==> config.mk <==
export PLATFORM = sky130hd
export DESIGN_NAME = mem_arbiter
export DESIGN_NICKNAME = d
export VERILOG_FILES = /design/src/rtl/pdp8_pkg.sv /design/src/rtl/mem_arbiter_timer.sv /design/src/rtl/mem_arbiter.sv
export SDC_FILE = /design/constraint.sdc
export NUM_CORES = 1
export LEC_CHECK = 0
export CAP_MARGIN = 20
export CORE_MARGIN = 2
export CORE_UTILIZATION = 27
export DETAILED_ROUTE_END_ITERATION = 12
export PLACE_DENSITY = 0.86
export REMOVE_ABC_BUFFERS = 1
export SLEW_MARGIN = 20
export SYNTH_ARGS = -nofsm -noshare
export SYNTH_HDL_FRONTEND = slang
export SYNTH_SLANG_ARGS = --single-unit
==> constraint.sdc <==
create_clock -name clk -period 2.6 [get_ports clk]
set_input_delay 0.78 -clock clk [delete_from_list [all_inputs] [get_ports clk]]
set_output_delay 0.78 -clock clk [all_outputs]
set_load 0.03 [all_outputs]
==> src/rtl/pdp8_pkg.sv <==
// Shared PDP-8 constants: word width, memory-arbiter states and owner codes.
// Also carries the request bundle used to mux a port onto the memory bus.
package pdp8_pkg;

  localparam int WORD_W = 12;

  localparam logic [2:0] SEL_PC  = 3'd0;
  localparam logic [2:0] SEL_MA  = 3'd1;
  localparam logic [2:0] SEL_MB  = 3'd2;
  localparam logic [2:0] SEL_AC  = 3'd3;

  localparam logic [1:0] CTL_NOP = 2'd0;
  localparam logic [1:0] CTL_RD  = 2'd1;
  localparam logic [1:0] CTL_WR  = 2'd2;

  typedef enum logic [1:0] {
    IDLE      = 2'd0,
    GRANT_CPU = 2'd1,
    GRANT_DB  = 2'd2
  } arb_state_t;

  typedef enum logic [1:0] {
    OWN_NONE = 2'b00,
    OWN_CPU  = 2'b01,
    OWN_DB   = 2'b10
  } owner_t;

  typedef struct packed {
    logic              read;
    logic              write;
    logic [WORD_W-1:0] addr;
    logic [WORD_W-1:0] wdata;
  } mem_req_t;

  function automatic mem_req_t pack_req(
    input logic              rd,
    input logic              wr,
    input logic [WORD_W-1:0] addr,
    input logic [WORD_W-1:0] wdata
  );
    mem_req_t r;
    r.read  = rd;
    r.write = wr;
    r.addr  = addr;
    r.wdata = wdata;
    return r;
  endfunction

endpackage

==> src/rtl/mem_arbiter_timer.sv <==
// Grant-duration counter: expired is high in the CYCLES-th cycle of a run.
// Only instantiated when MEM_ARBITER_TIMEOUT_EN is defined.
module mem_arbiter_timer #(
  parameter int CYCLES = 64
) (
  input  logic clk,
  input  logic rst_n,
  input  logic run,
  input  logic clear,
  output logic expired
);

  localparam int W = $clog2(CYCLES + 1);
  localparam logic [W-1:0] LAST = W'(CYCLES - 1);

  logic [W-1:0] cnt;

  always_ff @(posedge clk or negedge rst_n) begin
    if (!rst_n) begin
      cnt <= '0;
    end else if (clear) begin
      cnt <= '0;
    end else if (run && cnt != LAST) begin
      cnt <= cnt + 1'b1;
    end
  end

  assign expired = run && (cnt == LAST);

endmodule

==> src/rtl/mem_arbiter.sv <==
// Shared-memory arbiter between the CPU and the data-break port.
// Define MEM_ARBITER_TIMEOUT_EN to abort grants that last TIMEOUT_CYCLES.
module mem_arbiter
  import pdp8_pkg::*;
#(
  parameter int DB_BURST       = 4,
  parameter int TIMEOUT_CYCLES = 64
) (
  input  logic        clk,
  input  logic        rst_n,
  input  logic        cpu_read,
  input  logic        cpu_write,
  input  logic [11:0] cpu_addr,
  input  logic [11:0] cpu_wdata,
  output logic [11:0] cpu_rdata,
  output logic        cpu_valid,
  input  logic        db_read,
  input  logic        db_write,
  input  logic [11:0] db_addr,
  input  logic [11:0] db_wdata,
  output logic [11:0] db_rdata,
  output logic        db_valid,
  output logic        mem_read,
  output logic        mem_write,
  output logic [11:0] mem_addr,
  output logic [11:0] mem_wdata,
  input  logic [11:0] mem_rdata,
  input  logic        mem_valid,
  output logic [1:0]  owner,
  output logic        timeout_err
);

  localparam int BW = $clog2(DB_BURST + 1);
  localparam logic [BW-1:0] BMAX = BW'(DB_BURST);

  arb_state_t     state, state_nx;
  logic [BW-1:0]  burst;
  logic           cpu_req, db_req, grant, expired;
  mem_req_t       sel;
  logic [11:0]    rdata;

  assign cpu_req = cpu_read | cpu_write;
  assign db_req  = db_read | db_write;
  assign grant   = (state != IDLE);

  always_comb begin : cfg_check
    assert (DB_BURST > 0 && TIMEOUT_CYCLES > 0);
  end

`ifdef MEM_ARBITER_TIMEOUT_EN
  mem_arbiter_timer #(
    .CYCLES (TIMEOUT_CYCLES)
  ) u_timer (
    .clk     (clk),
    .rst_n   (rst_n),
    .run     (grant),
    .clear   (!grant),
    .expired (expired)
  );
`else
  assign expired = 1'b0;
`endif

  always_ff @(posedge clk or negedge rst_n) begin
    if (!rst_n) begin
      state <= IDLE;
    end else begin
      state <= state_nx;
    end
  end

  // DB wins in IDLE until it has taken BMAX grants in a row over a waiting CPU
  always_ff @(posedge clk or negedge rst_n) begin
    if (!rst_n) begin
      burst <= '0;
    end else if (!cpu_req) begin
      burst <= '0;
    end else if (!grant && state_nx == GRANT_CPU) begin
      burst <= '0;
    end else if (!grant && state_nx == GRANT_DB && burst != BMAX) begin
      burst <= burst + 1'b1;
    end
  end

  always_comb begin
    state_nx    = state;
    sel         = '0;
    rdata       = '0;
    owner       = OWN_NONE;
    mem_read    = 1'b0;
    mem_write   = 1'b0;
    mem_addr    = '0;
    mem_wdata   = '0;
    cpu_valid   = 1'b0;
    cpu_rdata   = '0;
    db_valid    = 1'b0;
    db_rdata    = '0;
    timeout_err = 1'b0;
    unique case (state)
      IDLE: begin
        if (db_req && !(cpu_req && burst == BMAX)) begin
          state_nx = GRANT_DB;
        end else if (cpu_req) begin
          state_nx = GRANT_CPU;
        end
      end
      GRANT_CPU: begin
        sel   = pack_req(cpu_read, cpu_write, cpu_addr, cpu_wdata);
        owner = OWN_CPU;
      end
      GRANT_DB: begin
        sel   = pack_req(db_read, db_write, db_addr, db_wdata);
        owner = OWN_DB;
      end
      default: state_nx = IDLE;
    endcase
    if (grant) begin
      mem_write = sel.write & ~expired;
      mem_read  = sel.read & ~sel.write & ~expired;
      mem_addr  = sel.addr;
      mem_wdata = sel.wdata;
      if (!(sel.read | sel.write)) begin
        state_nx = IDLE;
      end else if (mem_valid | expired) begin
        state_nx    = IDLE;
        timeout_err = ~mem_valid;
        rdata       = mem_valid ? mem_rdata : '0;
        cpu_valid   = (state == GRANT_CPU);
        db_valid    = (state == GRANT_DB);
        cpu_rdata   = cpu_valid ? rdata : '0;
        db_rdata    = db_valid ? rdata : '0;
      end
    end
  end

endmodule

==> results of run 1 <==
[metal layers]
metal	vias to the layer above	track usage	share of wire
met1	694	0.207	0.39
met5	-	0	0
li1	780	-	-
met3	2	0.0422	0.12
met2	88	0.349	0.49
met4	0	0.0383	0.0027
[cell usage after synthesis]
library cell,number,area (um^2)
nor3b_1,1,7.51
or3b_4,1,11.3
and2_1,25,156
buf_6,1,11.3
a211oi_2,1,12.5
mux2i_1,3,30.0
o21a_1,1,7.51
o211ai_1,5,37.5
buf_2,2,10.0
clkbuf_1,5,18.8
inv_1,8,30.0
nor2_2,1,6.26
or2_0,1,6.26
conb_1,1,3.75
ha_1,7,87.6
o21ai_1,2,10.0
a22oi_1,26,195
a2bb2oi_1,1,8.76
buf_1,2,7.51
buf_4,3,22.5
a21oi_1,1,5.00
dfrtp_1,5,125
nand2b_1,4,25.0
a2111oi_4,3,82.6
a211oi_1,1,7.51
a311o_1,2,20.0
nor2_1,27,101
o32ai_1,1,8.76
[repair_timing]
action                     CTS  global route
gates resized for setup     62             4
pin swaps                   13             4
cloned                       1             0
buffers inserted             3             4
setup endpoints to repair   28            26
[how the worst max path moves through the flow]
stage	start	to	slack, ns
6_report	db_read	db_rdata[4]	-0.04
5_1_grt	db_write	db_rdata[4]	-0.11
4_1_cts	state[0]	db_rdata[5]	-0.07
3_5_place_dp	cpu_read	db_rdata[9]	-0.50
3_3_place_gp	cpu_read	db_rdata[10]	-0.45
2_1_floorplan	state[1]	db_rdata[0]	-0.76
[power by group]
| group | switching (mW) | leakage [nW] | internal, mW |
|---|---|---|---|
| sequential | 0.0223 | 0.0655 | 0.109 |
| clock | 0.0364 | 0.0228 | 0.105 |
| combinational | 0.873 | 1.01 | 0.721 |
| total | 0.932 | 1.10 | 0.935 |
[cells by family (layout without fill, tap and decap cells)]
| group | count (synthesis) | count (layout) | share of synthesized area |
|---|---|---|---|
| AO/OA/AOI/OAI | 44 | 44 | 0.374 |
| adder cells (fa/ha/maj) | 7 | 7 | 0.0829 |
| buffers and inverters | 21 | 160 | 0.0948 |
| flip-flops | 5 | 5 | 0.118 |
| multiplexers | 3 | 3 | 0.0284 |
| other | 1 | 1 | 0.00355 |
| AND/OR/NAND/NOR | 60 | 60 | 0.297 |
[state kept, by name, indices dropped and copies added, names as in the netlist]
register / count
burst: 3
state: 2
[metrics by stage]
step / std cells / util / hold WS [ns] / total power, mW
after global placement: 316 / 0.617 / 0.601 / 1.56
after global routing: 328 / 0.684 / 0.668 / 1.99
after CTS: 324 / 0.674 / 0.615 / 1.87
after detailed placement: 316 / 0.617 / 0.610 / 1.58
after floorplan: 128 / - / 0.484 / 0.992
final: 328 / 0.684 / 0.613 / 1.87
[cell type report]
cell class	count	area [um^2]
inverter	8	30.0
multi-input combinational	115	922
clock buffer	4	45.0
fill	301	1180
timing repair buffer	148	1360
sequential	5	125
tap	48	60.1
[worst max-delay path: stages]
cell       delay [ns]
buf_6            0.08
buf_6            0.09
nor2_4           0.04
a2111oi_4        0.40
buf_4            0.21
and2_4           0.14
buf_6            0.12
==> impl_results.md, run 1 <==
* GPL Wtd Cong at 0.733
* # IOs at 122
* FMAX at 0.379 GHz
* Share of cells above drive strength 1 at 0.414
* Worst EP required at 1.82 ns
* Unique masters post-synth at 28
* Worst reg-to-reg setup slack at 1.04 ns
* Final period util at 1.01
* Vias at 1564
* Final setup viols at 24
* Die area at 0.00443 mm^2
* Hold/Removal Path Class: flip-flop to flip-flop
* Hold path startpoint: burst[0]
* Die height at 66.5 um
* WHS Endpoint: burst[0]
* Commonest non-fill, non-tap cell in the layout: clkdlybuf4s50_1
* Worst-path clk slew at 0.03 ns
* Pwr Density at 735 mW/mm^2
* TritonCTS clock tree: done
* DRT antenna net count at 0
* Diode count at 0
* Final hold violations at 0
* DP Area at 0.00229 mm^2
* IO buf count at 120
* Clock sinks at 5
* Hold_buf cts at 0
* Post-Route Skew at 0.00163 ns
* Finished Cell Area at 0.00254 mm^2
* Yosys Warn Count at 0
* Residual DRC at 0
* First-pass GRT wire length at 6.44 mm
* # Max-Cap Violations at 0
* Yosys reg bits at 5
* LEAKAGE at 1.10 nW
* DRT Wirelength at 4.39 mm
* Post-Syn Area per Cell at 7.49 um^2
* Post-DP HPWL at 3.44 mm
* Root Driver: clkbuf_8
* Avg WL per Cell at 13.4 um
* Latest clock arrival within the worst-skew pair at 0.22 ns
* Initial antenna violation count at 0
* Area Growth Syn to Fin at 141%
* Final min period at 2.64 ns
* Number of global-route vias before repair at 1530
* CP max FO at 6
* Critical Path Sink Type: primary output
* Critical path class: input pin to primary output
* Layout Nets at 355
* Grt total ovfl at 0
* Hold path depth at 2
* Row count at 22
* Starting Density at 0.284
* Max Slew Vio Count at 0
* DP Worst Slack at -0.498 ns
* Worst Path Arrival at 1.86 ns
* Global-route usage over all layers at 0.184
* CTS Buffer Depth at 2
* RSZ-0062 raised after global routing: true
* Status: finished, violations left
* Reg2reg end: burst[1]
* Synthesized area at 0.00106 mm^2
* Setup ws final at -0.0371 ns
* Max VDD drop at 0.494 mV
* TritonCTS Buffers at 3
* Startpoint types: input pin
* Largest net degree at the start of global routing at 23
* H-Tree Depth at 1
* Die Span X at 66.5 um
* Post-synthesis sequential area ratio at 0.118
* Setup_tns at -0.337 ns
* FF-to-FF path depth at 6
* Commonest non-fill, non-tap cells in the layout: clkdlybuf4s50_1, buf_4, nor2_1
* Drt first pass iters at 4
* DR iter-0 viols at 44
* Worst r2r src: state[1]
* Failing checks: negative setup slack
* Core area at 0.00372 mm^2
* Post-Syn Instances at 141
* DR vias/cell at 4.77
Power figures use the tool's default switching activity.
==> run 2: changes to the inputs <==
Settings changed: HOLD_SLACK_MARGIN set to 0.08.
==> results of run 2 <==
Final layout, timing and power as in run 1 (identical DEF).
